**src/rtl/cfg_pkg.sv**
```systemverilog
// Shared helpers and frame-state encoding for the configuration loader.
package cfg_pkg;

   localparam int PAR_MAX = 4096;

   localparam logic [1:0] CFG_EMPTY   = 2'd0;
   localparam logic [1:0] CFG_LOADING = 2'd1;
   localparam logic [1:0] CFG_FULL    = 2'd2;
   localparam logic [1:0] CFG_OVER    = 2'd3;

   function automatic int ceil_div(input int a, input int b);
      return (a + b - 1) / b;
   endfunction

   function automatic int clog2(input int n);
      int r;
      r = 0;
      while ((1 << r) < n) r++;
      return r;
   endfunction

   // Returns the bit that makes the vector's total parity even.
   function automatic logic even_parity(input logic [PAR_MAX-1:0] v);
      return ^v;
   endfunction

endpackage

```
**src/rtl/cfg_shadow_chain.sv**
```systemverilog
// LANES-wide shadow shift register with saturating beat counter
// and a parallel load path used for readback.
module cfg_shadow_chain
   import cfg_pkg::*;
#(
   parameter int LANES = 1,
   parameter int BEATS = 201,
   parameter int CW    = 8,
   localparam int SH   = BEATS * LANES
) (
   input  logic             clk,
   input  logic             rst,
   input  logic             cen,
   input  logic             clr,
   input  logic             load,
   input  logic [SH-1:0]    load_frame,
   input  logic [LANES-1:0] shift_in,
   output logic [LANES-1:0] shift_out,
   output logic [SH-1:0]    shadow,
   output logic [CW-1:0]    beat_count
);

   localparam logic [CW-1:0] FULL_C = CW'(BEATS);
   localparam logic [CW-1:0] OVER_C = CW'(BEATS + 1);

   logic [SH-1:0] shifted;

   if (SH > LANES) begin : g_multi
      assign shifted = {shadow[SH-LANES-1:0], shift_in};
   end else begin : g_single
      assign shifted = shift_in;
   end

   assign shift_out = shadow[SH-1 -: LANES];

   // clr wins over load, load over shift: a beat presented with either is dropped.
   always_ff @(posedge clk or negedge rst) begin
      if (!rst) begin
         shadow     <= '0;
         beat_count <= '0;
      end else if (clr) begin
         beat_count <= '0;
      end else if (load) begin
         shadow     <= load_frame;
         beat_count <= FULL_C;
      end else if (cen) begin
         shadow <= shifted;
         if (beat_count != OVER_C)
            beat_count <= beat_count + 1'b1;
      end
   end

endmodule

```
**src/rtl/cb_config_loader.sv**
```systemverilog
// Configuration frame loader: shadow chain, length/parity commit check
// and atomic update of the active configuration bus.
module cb_config_loader
   import cfg_pkg::*;
#(
   parameter int CONF_WIDTH = 200,
   parameter int LANES      = 1,
   parameter int PARITY     = 1,
   localparam int FRAME_BITS = CONF_WIDTH + PARITY,
   localparam int BEATS      = ceil_div(FRAME_BITS, LANES),
   localparam int SH         = BEATS * LANES,
   localparam int CW         = clog2(BEATS + 2)
) (
   input  logic                  clk,
   input  logic                  rst,
   input  logic                  cen,
   input  logic [LANES-1:0]      shift_in,
   output logic [LANES-1:0]      shift_out,
   input  logic                  set_in,
   input  logic                  readback,
   output logic [CONF_WIDTH-1:0] conf_out,
   output logic                  conf_valid,
   output logic                  frame_err,
   output logic [CW-1:0]         beat_count
);

   localparam logic [SH-1:0] FRAME_MASK = ~({SH{1'b1}} << FRAME_BITS);
   localparam logic [CW-1:0] FULL_C     = CW'(BEATS);
   localparam logic [CW-1:0] OVER_C     = CW'(BEATS + 1);

   logic [SH-1:0] shadow;
   logic [SH-1:0] load_frame;
   logic [1:0]    state;
   logic          rb_par;
   logic          par_ok;
   logic          frame_ok;

   cfg_shadow_chain #(
      .LANES (LANES),
      .BEATS (BEATS),
      .CW    (CW)
   ) u_chain (
      .clk        (clk),
      .rst        (rst),
      .cen        (cen),
      .clr        (set_in),
      .load       (readback),
      .load_frame (load_frame),
      .shift_in   (shift_in),
      .shift_out  (shift_out),
      .shadow     (shadow),
      .beat_count (beat_count)
   );

   always_comb begin
      state = CFG_LOADING;
      unique case (1'b1)
         (beat_count == '0):     state = CFG_EMPTY;
         (beat_count == FULL_C): state = CFG_FULL;
         (beat_count == OVER_C): state = CFG_OVER;
         default:                state = CFG_LOADING;
      endcase
   end

   assign rb_par     = (PARITY != 0) ? even_parity(PAR_MAX'(conf_out)) : 1'b0;
   assign load_frame = SH'({rb_par, conf_out});

   // Pad bits above the frame are masked out of the parity sum.
   assign par_ok   = (PARITY == 0) || !even_parity(PAR_MAX'(shadow & FRAME_MASK));
   assign frame_ok = (state == CFG_FULL) && par_ok;

   always_ff @(posedge clk or negedge rst) begin
      if (!rst) begin
         conf_out   <= '0;
         conf_valid <= 1'b0;
         frame_err  <= 1'b0;
      end else if (set_in) begin
         if (frame_ok) begin
            conf_out   <= shadow[CONF_WIDTH-1:0];
            conf_valid <= 1'b1;
            frame_err  <= 1'b0;
         end else begin
            frame_err  <= 1'b1;
         end
      end
   end

endmodule

```
**config.mk**
```make
export PLATFORM = sky130hd
export DESIGN_NAME = cb_config_loader
export DESIGN_NICKNAME = d
export VERILOG_FILES = /design/src/rtl/cfg_pkg.sv /design/src/rtl/cfg_shadow_chain.sv /design/src/rtl/cb_config_loader.sv
export SDC_FILE = /design/constraint.sdc
export NUM_CORES = 1
export LEC_CHECK = 0
export CORE_MARGIN = 8
export CORE_UTILIZATION = 24
export DETAILED_ROUTE_END_ITERATION = 6
export PLACE_DENSITY = 0.43
export SLEW_MARGIN = 40
export SYNTH_ARGS = -nofsm -noshare
export SYNTH_HDL_FRONTEND = slang
export SYNTH_HIERARCHICAL = 1
export SYNTH_SLANG_ARGS = --single-unit
```
**constraint.sdc**
```tcl
create_clock -name clk -period 7.6 [get_ports clk]
set_clock_uncertainty 0.05 [all_clocks]
set_input_delay 1.52 -clock clk [delete_from_list [all_inputs] [get_ports clk]]
set_output_delay 1.52 -clock clk [all_outputs]
set_load 0.005 [all_outputs]
```
==> results of run 1 <==
## layout make-up
cell class | instances | area [sq um] | area share, %
clock buffers | 73 | 1510 | 5.69
flip-flops and latches | 411 | 10300 | 38.7
repair buffers | 232 | 2440 | 9.20
multi-input cells | 1246 | 10500 | 39.7
clock inverters | 24 | 300 | 1.13
well taps | 1176 | 1470 | 5.54
inverters | 2 | 7.51 | 0.0283
## path summary, 6_finish.rpt
kind | slack (ns) | end | from | depth (start not counted)
max in group asynchronous | 5.25 | u_chain/shadow[161] | rst | 3
hold reg to reg | 0.41 | conf_valid | conf_valid | 1
setup reg to reg | 2.98 | conf_out[63] | u_chain/shadow[194] | 11
setup / recovery | 2.98 | conf_out[63] | u_chain/shadow[194] | 11
min in group asynchronous | 0.78 | u_chain/shadow[54] | rst | 1
hold / removal | 0.41 | conf_valid | conf_valid | 1
## layer usage
layer | GRT usage, % | wire [um] | up-vias
met5 | 0 | 0 | -
met4 | 3.26 | 1570 | 0
met3 | 3.30 | 3590 | 79
met2 | 18.4 | 26900 | 240
met1 | 15.6 | 27400 | 6469
li1 | - | - | 6321
## cells in the mapped netlist, drive strengths merged, types with 2 or more instances
cell type	number	area, sq um
xnor2	347	3040
nand3b	2	15.0
nor2	4	15.0
xor2	49	429
nor4	2	12.5
nand2	206	781
or3	4	25.0
a31oi	2	12.5
inv	2	7.51
mux2	200	2920
o21ai	204	1020
a21oi	3	15.0
clkbuf	19	83.8
buf	73	795
nor3	2	10.0
mux2i	202	2020
and4	2	17.5
ha	2	25.0
dfrtp	411	10300
xnor3	2	46.3
nand4	5	31.3
## per-stage QoR
step | area, sq um | util [%]
after CTS | 26500 | 29.5
after floorplan | 21700 | -
after detailed placement | 24700 | 27.5
after global routing | 26500 | 29.6
final | 26500 | 29.6
after global placement | 24600 | 27.4
## power by group
| part | switching (mW) | internal (mW) |
|---|---|---|
| clock network | 1.03 | 1.59 |
| logic | 0.148 | 0.0686 |
| registers | 0.00878 | 2.20 |
## registers in the layout, indices dropped and copies added, names as in the netlist
signal and count:
frame_err 1, conf_valid 1, conf_out 200, u_chain/beat_count 8, u_chain/shadow 201
## worst max-delay path, cell delays in order, from the launching register on
cell and delay, ns:
dfrtp_1 0.46, xor2_1 0.18, xnor2_1 0.21, xnor2_1 0.12, xnor2_1 0.28, xnor3_1 0.47, xnor2_1 0.59, xnor3_2 0.43
nand2_8 0.31, buf_16 0.34, buf_4 0.58, mux2_4 0.35
## logic make-up (layout without fill, tap and decap cells)
| family | Yosys count | after routing |
|---|---|---|
| AND/OR/NAND/NOR | 230 | 230 |
| buffers and inverters | 94 | 331 |
| multiplexers | 402 | 402 |
| XOR/XNOR | 398 | 398 |
| flip-flops | 411 | 411 |
| AO/OA/AOI/OAI | 214 | 214 |
| adder cells (fa/ha/maj) | 2 | 2 |
==> results.py, run 1 <==
metrics = {
    "critical_path": {
        "arrival_ns": 5.04,
        "worst-path-max-fanout": 45,
        "critPathCaptureType": "flop",
        "required_ns": 8.03,
        "cp-start-kind": "flop",
        "crit_type": "reg2reg",
    },
    "timing": {
        "hold_ws_ns": 0.414,
        "fin_tns_setup_ns": 0,
        "hold_violations": 0,
        "finalCritPeriodShare_pct": 60.8,
        "worstMarginPinSlew_ns": 0.829,
        "fmax_ghz": 0.217,
        "min_period_ns": 4.62,
        "rsz0062_at_grt": "false",
        "setup_slack_ns": 2.98,
        "setup_viol": 0,
        "slew_violations": 0,
        "slew_headroom_pct": 44.7,
    },
    "cts": {
        "insertion_delay_ns": 0.60,
        "holdBufCountCts": 0,
        "cts_made_buffers": 52,
        "htree_num_levels": 2,
        "cts_tree": "done",
        "cts_sinks": 411,
        "cts-root-buf": "clkbuf_16",
        "cts_resized": 0,
        "cts_buffer_depth": 3,
        "post_cts_buffers": 0,
        "clk_pin_slew_ns": 0.06,
    },
    "grt": {
        "antenna_found_initial": 0,
        "track_usage_pct": 11.7,
        "grt_max_degree": 147,
        "overflow": 0,
        "first_global_vias": 13800,
        "grt_pass1_wl_um": 91300,
    },
    "finish": {
        "layout-drive-gt1-share_pct": 15.6,
        "fillCellCount": 9156,
        "final_cell_count_no_fill": 3164,
        "final_cell_mix": "dfrtp_1, xnor2_1, clkdlybuf4s50_1, nand2_1, mux2i_1",
        "n_antenna_cell": 0,
        "finalNetCount": 1953,
        "syn2layout_area_growth_pct": 22.4,
        "layout_commonest_cell": "dfrtp_1",
    },
    "route": {
        "dr.pass1.iters": 4,
        "drt-initial-drc-count": 604,
        "drc": 0,
        "antenna_left": 0,
        "wl_per_cell_um": 18.8,
        "via_count": 13100,
        "viasPerCell": 4.14,
        "wl_um": 59400,
    },
    "logic_synthesis": {
        "synthArstFlopShare_pct": 100,
        "synth_area_per_cell_sq_um": 12.4,
        "synth_fa_ha_area_share_pct": 0.115,
        "synth-edff-count": 0,
        "syn_inst": 1751,
        "synth_top_family_by_area": "multiplexers",
        "syn_area_sq_um": 21700,
        "synth-seq-cells": 411,
        "synth_seq_area_share_pct": 47.4,
        "synthSimpleGateAreaFrac_pct": 4.28,
        "yosysUniqueCellTypes": 38,
        "yosysWarnings": 6,
        "synth_top_flop_cell": "dfrtp_1",
        "synth_xor_area_share_pct": 16.2,
        "muxShareOfSynthArea_pct": 22.8,
        "synth_nets": 1759,
        "synth-compound-area-share_pct": 5.07,
    },
    "placed_design": {
        "dp_hpwl_um": 40300,
        "place_congestion": 0.731,
        "place_ws_ns": 2.82,
        "dp.cells": 3066,
        "port-buffer-count": 216,
    },
    "floorplan": {
        "die_area_sq_um": 100000,
        "coreArea_sq_um": 89700,
        "io_pins": 217,
        "start_util_pct": 24.2,
        "die_w_um": 317,
        "rows": 110,
        "fp.dieH_um": 317,
    },
    "status": {
        "status": "finished, final reports clean",
    },
    "power": {
        "powerDensity_nw_per_um2": 190,
        "ir_drop_v": 0.000151,
        "power_mw": 5.04,
        "p_leak_nw": 11.9,
    },
    "min_path": {
        "hold_path.class": "reg2reg",
    },
    "flow_run": {
        "maxCapViolCount": 0,
    },
}
No activity file was read; power rests on OpenSTA's default activity.
==> run 2, diff against run 1 <==
--- a/config.mk
+++ b/config.mk
@@ -8,7 +8,7 @@
 export CORE_MARGIN = 8
 export CORE_UTILIZATION = 24
 export DETAILED_ROUTE_END_ITERATION = 6
-export PLACE_DENSITY = 0.43
+export PLACE_DENSITY = 0.45
 export SLEW_MARGIN = 40
 export SYNTH_ARGS = -nofsm -noshare
 export SYNTH_HDL_FRONTEND = slang
==> constraint.sdc (replaced) <==
create_clock -name clk -period 3.9 [get_ports clk]
set_clock_uncertainty 0.05 [all_clocks]
set_input_delay 0.78 -clock clk [delete_from_list [all_inputs] [get_ports clk]]
set_output_delay 0.78 -clock clk [all_outputs]
set_load 0.005 [all_outputs]
==> results.py, run 2 (synthesis gave the netlist of run 1 again) <==
metrics = {
    "grt": {
        "first_global_vias": 14100,
        "grt_pass1_wl_um": 92000,
        "antenna_found_initial": 0,
        "overflow": 0,
        "track_usage_pct": 11.7,
        "grt_max_degree": 117,
    },
    "power": {
        "power_mw": 9.32,
        "powerDensity_nw_per_um2": 350,
        "p_leak_nw": 11.9,
        "ir_drop_v": 0.000263,
    },
    "finish": {
        "largestRegisters": "u_chain/shadow x201, conf_out x200, u_chain/beat_count x8",
        "fillCellCount": 9178,
        "multi_input_area_sq_um": 10500,
        "layout_commonest_cell": "dfrtp_1",
        "final_cell_mix": "dfrtp_1, xnor2_1, clkdlybuf4s50_1, nand2_1, mux2i_1",
        "area.sequential_sq_um": 10300,
        "syn2layout_area_growth_pct": 23.0,
        "largest-register": "u_chain/shadow",
        "fin_util_pct": 29.7,
        "layout-drive-gt1-share_pct": 16.0,
        "finalNetCount": 1979,
        "largest_reg_flops": 201,
        "n_antenna_cell": 0,
    },
    "min_path": {
        "hold_end": "frame_err",
        "hold_start": "frame_err",
        "hold_path.class": "reg2reg",
        "min_path_cells": 1,
    },
    "critical_path": {
        "reg2reg_to": "conf_out[84]",
        "crit_type": "reg2reg",
        "crit_path_frequent_cell": "xnor2_1",
        "path_buf_inv": 3,
        "max_stage_delay_ns": 0.43,
        "required_ns": 4.31,
        "r2r_cells": 12,
        "cp_top_family": "XOR/XNOR gates",
        "r2r-start": "u_chain/shadow[153]",
        "cp_cell_sequence": "xnor2_1 -> xnor2_1 -> xnor2_1 -> xnor2_1 -> xnor3_1 -> xnor2_1 -> buf_4 -> xnor3_2 -> nand2_8 -> buf_12 -> buf_12 -> mux2_4",
        "regToRegSetupSlack_ns": 0.41,
        "critPathCaptureType": "flop",
        "worst-path-max-fanout": 19,
        "worst_path_max_delay_cell": "xnor3_1",
        "arrival_ns": 3.89,
        "cp-start-kind": "flop",
    },
    "timing": {
        "fin_tns_setup_ns": 0,
        "fmax_ghz": 0.287,
        "slew_violations": 0,
        "setup_slack_ns": 0.414,
        "rsz0062_at_grt": "false",
        "worstMarginPinSlew_ns": 0.936,
        "min_period_ns": 3.49,
        "hold_violations": 0,
        "setup_viol": 0,
        "slew_headroom_pct": 37.6,
        "finalCritPeriodShare_pct": 89.4,
    },
    "floorplan": {
        "start_util_pct": 24.2,
        "coreArea_sq_um": 89700,
        "io_pins": 217,
        "die_w_um": 317,
        "die_area_sq_um": 100000,
        "rows": 110,
        "fp.dieH_um": 317,
    },
    "placed_design": {
        "dp_hpwl_um": 42000,
        "place_ws_ns": 0.299,
        "place_congestion": 0.740,
        "port-buffer-count": 216,
    },
    "route": {
        "wl_per_cell_um": 18.7,
        "viasPerCell": 4.16,
        "drc": 0,
        "via_count": 13200,
        "dr.pass1.iters": 5,
        "antenna_left": 0,
        "drt-initial-drc-count": 580,
        "wl_um": 59300,
    },
    "cts": {
        "htree_num_levels": 2,
        "cts_made_buffers": 50,
        "cts_sinks": 411,
        "insertion_delay_ns": 0.58,
        "cts-root-buf": "clkbuf_16",
        "cts_buffer_depth": 3,
        "cts_tree": "done",
        "clk_pin_slew_ns": 0.06,
        "post_cts_buffers": 0,
    },
    "flow_run": {
        "maxCapViolCount": 0,
    },
    "status": {
        "status": "finished, final reports clean",
    },
}
## run 2: changes by cell type in the layout (fill, tap and decap cells not counted), moves of 4 or more
cell,before,now
buf_4,3,21
buf_12,4,20
buf_6,5,0
clkbuf_1,9,13
clkbuf_8,11,7
clkinv_2,12,8
## run 2: cell type report
cell class | count | share of cell area [%]
clock inverters | 14 | 0.690
multi-input cells | 1246 | 39.5
well taps | 1176 | 5.52
inverters | 2 | 0.0282
clock buffers | 70 | 5.24
flip-flops and latches | 411 | 38.6
repair buffers | 260 | 10.5
## run 2: per-layer routing
| metal | routed length [um] | track usage [%] |
|---|---|---|
| met4 | 1090 | 2.56 |
| met1 | 26900 | 15.4 |
| met5 | 0 | 0 |
| met3 | 3880 | 3.55 |
| met2 | 27400 | 19.0 |
## run 2: what timing repair did
| item | in CTS | in global routing |
|---|---|---|
| hold endpoints to repair | 0 | 2 |
| gates resized for setup | 0 | 0 |
| hold buffers | 0 | 1 |
## run 2: per-stage QoR
| step | std cells | hold slack [ns] | area [sq um] |
|---|---|---|---|
| after floorplan | 1751 | 0.409 | 21700 |
| after global placement | 3092 | 0.427 | 25000 |
| after detailed placement | 3093 | 0.408 | 25000 |
| after CTS | 3177 | 0.168 | 26600 |
| after global routing | 3179 | 0.458 | 26700 |
| final | 3179 | 0.428 | 26700 |
## run 2: where the power goes
| group | switching, mW | internal, mW |
|---|---|---|
| combinational | 0.291 | 0.161 |
| clock | 1.84 | 2.74 |
| sequential | 0.0175 | 4.28 |
| total | 2.15 | 7.18 |
## run 2: worst max-delay path by stage
| stage | from | to | cells after the start |
|---|---|---|---|
| detailed placement | u_chain/shadow[153] | conf_out[84] | 12 |
| finish | u_chain/shadow[153] | conf_out[84] | 12 |
| CTS | u_chain/shadow[153] | conf_out[84] | 12 |
| global route | u_chain/shadow[153] | conf_out[96] | 12 |
| floorplan | u_chain/shadow[200] | conf_out[100] | 12 |
| global placement | u_chain/shadow[153] | conf_out[87] | 12 |
## run 2: worst reg2reg max path: cells and delay by family (launching register included)
kind	cells	cell delay, ns
XOR/XNOR	7	1.85
buffers and inverters	3	0.60
flip-flops	1	0.42
multiplexers	1	0.32
AND/OR/NAND/NOR	1	0.12
